**config.mk**
```make
export PLATFORM = sky130hd
export DESIGN_NAME = cgra_exec_sequencer
export DESIGN_NICKNAME = d
export VERILOG_FILES = /design/src/rtl/cgra_seq_pkg.sv /design/src/rtl/cgra_sat_counter.sv /design/src/rtl/cgra_exec_sequencer.sv
export SDC_FILE = /design/constraint.sdc
export NUM_CORES = 1
export LEC_CHECK = 0
export ABC_AREA = 0
export BUFFER_PORTS_ARGS = -buffer_cell sky130_fd_sc_hd__buf_4
export CORE_MARGIN = 3
export CORE_UTILIZATION = 49
export CTS_CLUSTER_SIZE = 12
export DETAILED_ROUTE_END_ITERATION = 12
export PLACE_DENSITY = 0.77
export SLEW_MARGIN = 20
export SYNTH_ARGS = -nofsm -noshare
export SYNTH_HDL_FRONTEND = slang
export SYNTH_SLANG_ARGS = --single-unit
```
**constraint.sdc**
```tcl
create_clock -name clk_i -period 2.2 [get_ports clk_i]
set_input_delay 0.44 -clock clk_i [delete_from_list [all_inputs] [get_ports clk_i]]
set_output_delay 0.44 -clock clk_i [all_outputs]
set_load 0.02 [all_outputs]
```
**src/rtl/cgra_seq_pkg.sv**
```systemverilog
// Shared types and defaults for the CGRA execution sequencer.
package cgra_seq_pkg;

    // Default width of cycle counters and the watchdog limit
    localparam int unsigned CNT_W_DEFAULT = 32;

    // Sequencer phases
    typedef enum logic [1:0] {
        IDLE  = 2'd0,
        CFG   = 2'd1,
        CLEAR = 2'd2,
        EXEC  = 2'd3
    } seq_state_e;

endpackage

```
**src/rtl/cgra_sat_counter.sv**
```systemverilog
// Saturating up-counter with synchronous clear and async active-low reset.
module cgra_sat_counter #(
    parameter int unsigned W = 32
) (
    input  logic         clk_i,
    input  logic         rst_ni,
    input  logic         i_clear,
    input  logic         i_en,
    output logic [W-1:0] o_count
);

    localparam logic [W-1:0] ONE = W'(1);

    logic [W-1:0] r_count;

    // Clear has priority; counting stops at all-ones instead of wrapping
    always_ff @(posedge clk_i or negedge rst_ni) begin
        if (!rst_ni) begin
            r_count <= '0;
        end else if (i_clear) begin
            r_count <= '0;
        end else if (i_en && (r_count != '1)) begin
            r_count <= r_count + ONE;
        end
    end

    assign o_count = r_count;

endmodule

```
**src/rtl/cgra_exec_sequencer.sv**
```systemverilog
// Sequences CGRA configuration load, state clear and kernel execution,
// with per-output completion tracking, watchdog, abort and perf counters.
module cgra_exec_sequencer
    import cgra_seq_pkg::*;
#(
    parameter int unsigned N_IN         = 4,
    parameter int unsigned N_OUT        = 4,
    parameter int unsigned CNT_W        = CNT_W_DEFAULT,
    parameter int unsigned CLEAR_CYCLES = 2
) (
    input  logic             clk_i,
    input  logic             rst_ni,
    input  logic             load_configuration_i,
    input  logic             start_execution_i,
    input  logic             abort_i,
    input  logic [N_OUT-1:0] out_enable_mask_i,
    input  logic [CNT_W-1:0] timeout_cycles_i,
    input  logic             config_done_i,
    input  logic [N_OUT-1:0] out_done_i,
    input  logic [N_IN-1:0]  read_stall_i,
    input  logic             write_stall_i,
    output logic             execute_config_o,
    output logic             execute_input_o,
    output logic             execute_output_o,
    output logic             clear_cgra_state_o,
    output logic             busy_o,
    output logic             done_config_o,
    output logic             done_exec_o,
    output logic             error_timeout_o,
    output logic [CNT_W-1:0] cycle_count_load_config_o,
    output logic [CNT_W-1:0] cycle_count_execute_o,
    output logic [CNT_W-1:0] cycle_count_stall_o
);

    localparam int unsigned      CLR_W    = (CLEAR_CYCLES > 1) ? $clog2(CLEAR_CYCLES) : 1;
    localparam logic [CLR_W-1:0] CLR_LAST = CLR_W'(CLEAR_CYCLES - 1);
    localparam logic [CLR_W-1:0] CLR_ONE  = CLR_W'(1);
    localparam logic [CNT_W-1:0] CNT_ONE  = CNT_W'(1);

    seq_state_e       r_state;
    seq_state_e       w_state_nxt;
    logic             r_pending_exec;
    logic [CLR_W-1:0] r_clr_cnt;
    logic [N_OUT-1:0] r_mask;
    logic [N_OUT-1:0] r_done_mask;
    logic             r_done_cfg;
    logic             r_done_exec;
    logic             r_err_timeout;

    logic             w_idle;
    logic             w_in_cfg;
    logic             w_in_clear;
    logic             w_in_exec;
    logic             w_load_acc;
    logic             w_cfg_done;
    logic             w_exec_clear;
    logic             w_clr_last;
    logic             w_complete;
    logic             w_timeout;
    logic             w_stall;
    logic [CNT_W-1:0] w_exec_cnt;

    assign w_idle     = (r_state == IDLE);
    assign w_in_cfg   = (r_state == CFG);
    assign w_in_clear = (r_state == CLEAR);
    assign w_in_exec  = (r_state == EXEC);

    assign w_load_acc   = w_idle & load_configuration_i;
    assign w_cfg_done   = w_in_cfg & config_done_i & ~abort_i;
    // Exec flags/counters restart on a direct start or on a chained CFG->CLEAR hand-off
    assign w_exec_clear = (w_idle & start_execution_i) | (w_cfg_done & r_pending_exec);
    assign w_clr_last   = (r_clr_cnt == CLR_LAST);
    // Unmasked outputs count as finished; a same-cycle done pulse completes immediately
    assign w_complete   = w_in_exec & (&(r_done_mask | out_done_i | ~r_mask));
    assign w_timeout    = w_in_exec & (timeout_cycles_i != '0)
                        & (w_exec_cnt == (timeout_cycles_i - CNT_ONE));
    assign w_stall      = (|read_stall_i) | write_stall_i;

    // Next-state selection; abort outranks config_done, completion and timeout
    always_comb begin
        w_state_nxt = r_state;
        case (r_state)
            IDLE: begin
                if (load_configuration_i) begin
                    w_state_nxt = CFG;
                end else if (start_execution_i) begin
                    w_state_nxt = CLEAR;
                end
            end
            CFG: begin
                if (abort_i) begin
                    w_state_nxt = IDLE;
                end else if (config_done_i) begin
                    w_state_nxt = r_pending_exec ? CLEAR : IDLE;
                end
            end
            CLEAR: begin
                if (abort_i) begin
                    w_state_nxt = IDLE;
                end else if (w_clr_last) begin
                    w_state_nxt = EXEC;
                end
            end
            EXEC: begin
                if (abort_i || w_complete || w_timeout) begin
                    w_state_nxt = IDLE;
                end
            end
            default: w_state_nxt = IDLE;
        endcase
    end

    // State register
    always_ff @(posedge clk_i or negedge rst_ni) begin
        if (!rst_ni) begin
            r_state <= IDLE;
        end else begin
            r_state <= w_state_nxt;
        end
    end

    // Chained-execution request: set by load+start together, dropped when CFG ends
    always_ff @(posedge clk_i or negedge rst_ni) begin
        if (!rst_ni) begin
            r_pending_exec <= 1'b0;
        end else if (w_idle) begin
            r_pending_exec <= load_configuration_i & start_execution_i;
        end else if (w_in_cfg && (abort_i || config_done_i)) begin
            r_pending_exec <= 1'b0;
        end
    end

    // Clear-phase timer, zero outside CLEAR
    always_ff @(posedge clk_i or negedge rst_ni) begin
        if (!rst_ni) begin
            r_clr_cnt <= '0;
        end else if (w_in_clear && !w_clr_last) begin
            r_clr_cnt <= r_clr_cnt + CLR_ONE;
        end else begin
            r_clr_cnt <= '0;
        end
    end

    // Output enable mask, captured on entry to EXEC
    always_ff @(posedge clk_i or negedge rst_ni) begin
        if (!rst_ni) begin
            r_mask <= '0;
        end else if (w_in_clear && w_clr_last && !abort_i) begin
            r_mask <= out_enable_mask_i;
        end
    end

    // Accumulated per-output completion during EXEC
    always_ff @(posedge clk_i or negedge rst_ni) begin
        if (!rst_ni) begin
            r_done_mask <= '0;
        end else if (w_exec_clear) begin
            r_done_mask <= '0;
        end else if (w_in_exec) begin
            r_done_mask <= r_done_mask | (out_done_i & r_mask);
        end
    end

    // Sticky status flags
    always_ff @(posedge clk_i or negedge rst_ni) begin
        if (!rst_ni) begin
            r_done_cfg    <= 1'b0;
            r_done_exec   <= 1'b0;
            r_err_timeout <= 1'b0;
        end else begin
            if (w_load_acc) begin
                r_done_cfg <= 1'b0;
            end else if (w_cfg_done) begin
                r_done_cfg <= 1'b1;
            end
            if (w_exec_clear) begin
                r_done_exec   <= 1'b0;
                r_err_timeout <= 1'b0;
            end else if (w_in_exec && !abort_i) begin
                if (w_complete) begin
                    r_done_exec <= 1'b1;
                end else if (w_timeout) begin
                    r_err_timeout <= 1'b1;
                end
            end
        end
    end

    cgra_sat_counter #(.W(CNT_W)) u_cnt_load (
        .clk_i   (clk_i),
        .rst_ni  (rst_ni),
        .i_clear (w_load_acc),
        .i_en    (w_in_cfg),
        .o_count (cycle_count_load_config_o)
    );

    cgra_sat_counter #(.W(CNT_W)) u_cnt_exec (
        .clk_i   (clk_i),
        .rst_ni  (rst_ni),
        .i_clear (w_exec_clear),
        .i_en    (w_in_exec),
        .o_count (w_exec_cnt)
    );

    cgra_sat_counter #(.W(CNT_W)) u_cnt_stall (
        .clk_i   (clk_i),
        .rst_ni  (rst_ni),
        .i_clear (w_exec_clear),
        .i_en    (w_in_exec & w_stall),
        .o_count (cycle_count_stall_o)
    );

    assign cycle_count_execute_o = w_exec_cnt;
    assign execute_config_o      = w_in_cfg;
    assign execute_input_o       = w_in_exec;
    assign execute_output_o      = w_in_exec;
    assign clear_cgra_state_o    = w_in_clear;
    assign busy_o                = ~w_idle;
    assign done_config_o         = r_done_cfg;
    assign done_exec_o           = r_done_exec;
    assign error_timeout_o       = r_err_timeout;

endmodule

```
---- After elaboration in Yosys (flattened, before gate mapping) ----
Index checks and enable logic that the tools add are counted.
storage, ports and cells
  input port bits ......................... 51
  output and inout port bits .............. 104
  register bits ........................... 111
  logic and storage cells ................. 105
operators by class
  multiplexer cells ....................... 29
  $add $sub $neg .......................... 5
  eq/ne operators ......................... 12
  reduce and logical (&&, ||, !) cells .... 29
  bitwise logic cells ..................... 19
operators by type and width
  kind                                                                  count
  32-bit two-way mux                                                    6
  32-bit by 1-bit adder with 32-bit output, second input constant       3
  32-bit inequality test, second input constant                         3
  32-bit == test                                                        1
  32-bit nonzero test                                                   1
  32-bit by 1-bit subtractor with 32-bit output, second input constant  1
  2-bit nonzero test                                                    9
  2-bit two-way mux                                                     8
  1-bit two-way mux                                                     12
  4-bit OR                                                              3
  1-bit AND                                                             10
  3-bit inequality test, second input constant                          3
  1-bit logical AND                                                     8
  4-bit two-way mux                                                     2
  2-bit case mux with 4 select lines                                    1
  4-bit AND reduction                                                   2
  4-bit AND                                                             1
  2-bit == test, second input constant                                  2
  4-bit inverter                                                        1
  4-bit OR reduction                                                    1
  1-bit logical OR                                                      3
  3-bit AND reduction                                                   1
  2-bit by 1-bit == test with 1-bit output, second input constant       1
  1-bit logical NOT                                                     2
  7 further kinds                                                       9

---- Depth between registers and ports, before layout ----
  depth after elaboration ................. 8
  depth in mapped cells ................... 11
  mapped depth without buffers ............ 10

---- By module ----
From an unflattened synthesis, not the netlist that was laid out.
second synthesis, totals
  cell total of the unflattened synthesis .. 839
  area total of the unflattened synthesis .. 7488.4 µm²
by module, submodules not included
  module               area an instance (µm²)  seq. area each (µm²)  cells each  instances
  cgra_sat_counter     1854.3                  800.8                 198         3
  cgra_exec_sequencer  1925.6                  375.4                 245         1

---- Least setup slack after synthesis ----
OpenSTA, ideal clock, no wires.
  kind .................................... input-to-reg
  start ................................... input port timeout_cycles_i[0]
  end ..................................... register r_state[0]
  buffers on the path ..................... 1
  path slack .............................. -1079 ps
  data required time ...................... 2073 ps
  arrival time ............................ 3152 ps
  cell stages on the path ................. 11
  cells stage by stage .................... inv_1 -> ha_1 -> or3b_1 -> clkbuf_1 -> or4_4 -> or4_4 -> or3b_1 -> a31oi_1 -> o221ai_1 -> o21bai_1 -> a21oi_1
on the way
  word-level cells in the longest chain between the ends .. 6
  elaborated cells on any way between the ends .. 8
  those cells by class .................... 1 x add/sub; 2 x eq/ne; 2 x bitwise; 3 x reduce/logical
RTL lines
  element                                                                               line                                                  source
  start, declared                                                                       cgra_exec_sequencer.sv:17                             input logic [CNT_W-1:0] timeout_cycles_i,
  32-bit by 1-bit subtractor with 32-bit output or 32-bit nonzero test (tied branches)  cgra_exec_sequencer.sv:76, cgra_exec_sequencer.sv:75
  32-bit == test or 1-bit AND (tied branches)                                           cgra_exec_sequencer.sv:76, cgra_exec_sequencer.sv:75
  1-bit AND (*)                                                                         cgra_exec_sequencer.sv:76                             & (w_exec_cnt == (timeout_cycles_i - CNT_ONE));
  1-bit logical OR (*)                                                                  cgra_exec_sequencer.sv:105                            if (abort_i || w_complete || w_timeout) begin
  2-bit inequality test (no line) (*)                                                   n/a
  4-bit AND reduction (no line) (*)                                                     n/a
  end signal, assigned                                                                  cgra_exec_sequencer.sv:118                            r_state <= w_state_nxt;
  end, declared                                                                         cgra_exec_sequencer.sv:40                             seq_state_e r_state;
Every way passes the cells marked *; elsewhere a longest branch is shown, timed or not.
A chain may end at the register's enable or synchronous reset.

---- Worst setup path after layout ----
  start ................................... input port timeout_cycles_i[7]
  end ..................................... register r_state[1]
The elaborated chain is that of the path after synthesis.

==> impl_metrics.csv <==
group,metric,value,unit
floorplanning,die_h,122.2,um
hold_path,hp-class,"in2async",
synthesis,synth.ff_latch_count,111,
timing,fin_ws,-0.6855,ns
clock_tree,numClockSinks,111,
floorplanning,start_util,51.15,%
cells_and_area,finalInstanceArea,10420,um^2
timing,period_minus_slack,2.886,ns
setup_path,r2r_end,"r_state[1]$_DFFE_PN0P_",
cells_and_area,n_antenna_cell,0,
synthesis,synth_edf_count,0,
synthesis,avgSynthCellArea,8.633,um^2
timing,skew,0.01253,ns
timing,finalCritPeriodShare,131.2,%
setup_path,max_stage_delay,0.56,ns
routing,drt-total-wl,22720,um
place,postPlaceCellArea,9414,um^2
clock_tree,cts_hold_buf,0,
place,port_buffers,154,
floorplanning,fp-row-count,41,
timing,hold_viol,0,
setup_path,cp-start-kind,"input pin",
power,peakVddDrop,0.4764,mV
clock_tree,path_clk_slew,0.08,ns
timing,slew_violations,0,
synthesis,netlist-cell-type-count,56,
synthesis,synthesis.nets,822,
status,violations,"negative setup slack",
cells_and_area,syn2layout_area_growth,57.62,%
routing,wl_per_cell,17.60,um
global_route,grt_pass1_vias,6860,
power,combPwrFrac,31.3,%
global_route,grt_max_degree,45,
setup_path,critPathSlowestCell,"or4_4",
setup_path,crit_fanout,3,
routing,ant_nets,0,
synthesis,synth-async-reset-ratio,100.0,%
cells_and_area,layout.nets,1170,
power,power.density,565.8,nW/um^2
clock_tree,numCtsBuffers,9,
clock_tree,clkLatencyLatePin,0.37,ns
setup_path,crit_top_cell,"or4_4",
setup_path,cp.required,2.44,ns
floorplanning,dieArea,14930,um^2
routing,drcViolationCount,0,
timing,fmax,346.6,MHz
power,switching_share,33.40,%
timing,finalSetupViolations,20,
place,pre_cts_slack,-1.086,ns
floorplanning,boundaryPins,155,
routing,dr.first_iter.drc_count,518,
place,gp_routability_congestion,0.9220,
routing,via_per_inst,5.634,
setup_path,r2r_slack,-0.34,ns
timing,slew-limit-headroom,60.48,%
run,cap_violations,0,
setup_path,r2r-start,"u_cnt_exec.o_count[26]$_DFFE_PN0P_",
setup_path,worstSetupPathType,"in2reg",
floorplanning,die_w,122.2,um
setup_path,crit_buf_inv,1,
power,seq_power_share,39.7,%
setup_path,r2r_cells,8,
synthesis,synthCells,766,
global_route,grtUsageTotal,28.22,%
routing,vias,7273,
power,p_int,3.927,mW
synthesis,yosys_warnings,0,
global_route,grt.overflow.total,0,
clock_tree,htree_levels,3,
setup_path,worst_setup_path_end_kind,"flip-flop",
power,p_leak,4.822,nW
setup_path,cp_top_family,"simple AND/OR/NAND/NOR gates",
global_route,grt_pass1_wl,33510,um
place,dp_hpwl,15880,um
floorplanning,core,12930,um^2
setup_path,cp_cell_sequence,"buf_6 -> or4_4 -> or4_4 -> or4_4 -> or3b_4 -> a31oi_4 -> o221ai_2 -> o21bai_1 -> o21ai_1",
timing,rsz0062_at_grt,"yes",
clock_tree,cts_root_buf,"clkbuf_16",
global_route,antenna_found_initial,0,
power,p_clk_share,29.0,%
timing,worst_slew_pin_slew,0.5929,ns
power,switchingPower,1.970,mW
synthesis,synth_flop_cell,"dfrtp_1",
status,status,"complete, but fails checks",
clock_tree,ctsLongestPathBuffers,2,
setup_path,cp_num_cells,9,
synthesis,synth_area,6613,um^2
power,power,5.897,mW
synthesis,ys_seq_area_share,42.01,%
setup_path,arrival,3.13,ns
routing,first_pass_iters,6,
cells_and_area,drive_gt1_share,44.68,%
clock_tree,cts_tree,"yes",
-- layer usage --
metal	vias to the layer above	global-route usage, %	part of all wire [%]	routed length, um
met3	57	5.292	7.3	1664
met4	0	10.85	3.1	712
met5	-	0	0	0
met1	3530	37.32	41	9342
met2	320	46.10	48	11000
li1	3366	-	-	-
-- layout make-up --
cell class / instances / area [um^2]
repair buffers: 357 / 2799
multi-input cells: 611 / 4204
clock inverters: 6 / 68.82
fillers: 818 / 2505
inverters: 24 / 90.09
well taps: 172 / 215.2
flip-flops and latches: 111 / 2806
clock buffers: 10 / 239.0
-- cell families (layout without fill, tap and decap cells) --
family | Yosys count | after routing | synth area share [%]
adder cells (fa/ha/maj) | 5 | 5 | 0.9461
flip-flops | 111 | 111 | 42.01
XOR/XNOR | 113 | 113 | 14.97
buffers and inverters | 44 | 397 | 2.573
multiplexers | 11 | 11 | 1.798
AO/OA/AOI/OAI | 81 | 81 | 7.455
AND/OR/NAND/NOR | 401 | 401 | 30.26
-- placed cells by master (no fill, tap or decap), types with 17 or more instances in the layout --
cell / n
a21oi_1: 19
buf_4: 335
dfrtp_1: 88
dfrtp_2: 23
inv_1: 22
nand2_1: 56
nand3_1: 29
nand4_1: 28
nor2_1: 118
nor3_1: 20
nor4_1: 18
o21ai_0: 21
or3_1: 17
xnor2_1: 56
xor2_1: 48
-- sequential cells by signal, indices dropped and copies added, names as in the netlist --
signal	cells
r_pending_exec	1
u_cnt_exec.o_count	32
u_cnt_stall.o_count	32
r_done_mask	4
error_timeout_o	1
r_mask	4
done_config_o	1
u_cnt_load.o_count	32
done_exec_o	1
r_clr_cnt	1
r_state	2
-- stage by stage --
step	cells	hold WS, ns	util, %	TNS [ns]
after floorplan	766	0.1444	-	-3.027
after global routing	1291	0.1103	80.62	-6.493
after CTS	1268	0.09008	75.86	-2.193
final	1291	0.06388	80.62	-2.824
after global placement	1251	0.4367	72.82	-3.046
after detailed placement	1251	0.4419	72.82	-3.337
-- power groups by stage --
| stage | registers (mW) | clock network (mW) | logic, mW |
|---|---|---|---|
| after floorplan | 2.44 | 0 | 0.783 |
| after global placement | 2.36 | 0 | 1.73 |
| after detailed placement | 2.37 | 0 | 1.75 |
| after CTS | 2.33 | 1.72 | 1.77 |
| after global routing | 2.36 | 1.81 | 2.00 |
| final | 2.34 | 1.71 | 1.85 |
-- synthesized netlist by cell type (2+ instances only) --
master    count  share of area (%)
o31ai_1       3               0.34
clkbuf_1     17               0.96
a31oi_1       6               0.57
and3_1       18                1.7
o21ai_0      24                1.8
a211oi_1      2               0.23
nand2b_1      7               0.66
and4_1        8                1.1
or4_1         5               0.57
nor2_1      128                7.3
nor3b_1       2               0.23
xnor2_1      62                8.2
mux2_2        7                1.2
a21oi_1      23                1.7
nand2_1      65                3.7
nand4_1      28                2.6
nor3_1       32                2.4
or4_4         2               0.34
mux2i_1       4               0.61
and2_1        6               0.57
ha_1          5               0.95
or3b_1        3               0.40
nor2b_1       4               0.38
xor2_1       51                6.8
inv_1        24                1.4
nor4_1       21                2.0
o21a_1        2               0.23
o211ai_1      7               0.79
or2_2         3               0.28
nand3_1      41                3.1
or3_1        19                1.8
dfrtp_1     111                 42
o31a_1        2               0.26
o21ai_1       2               0.15
-- repair_timing --
action,4_1_cts,5_1_grt
gates resized for setup,15,96
setup endpoints to repair,17,79
setup buffers,1,21
gates cloned,0,3
pin swaps,12,59
-- worst max path at each step --
stage                         from                     end  slack (ns)
2_1_floorplan  timeout_cycles_i[4]  r_state[1]$_DFFE_PN0P_       -0.91
3_3_place_gp   timeout_cycles_i[4]  r_state[1]$_DFFE_PN0P_       -1.02
3_5_place_dp   timeout_cycles_i[4]  r_state[1]$_DFFE_PN0P_       -1.09
4_1_cts        timeout_cycles_i[7]  r_state[1]$_DFFE_PN0P_       -0.68
5_1_grt        timeout_cycles_i[7]  r_state[1]$_DFFE_PN0P_       -0.76
6_report       timeout_cycles_i[7]  r_state[1]$_DFFE_PN0P_       -0.69
Note: power is estimated with default switching activity, not from simulation.
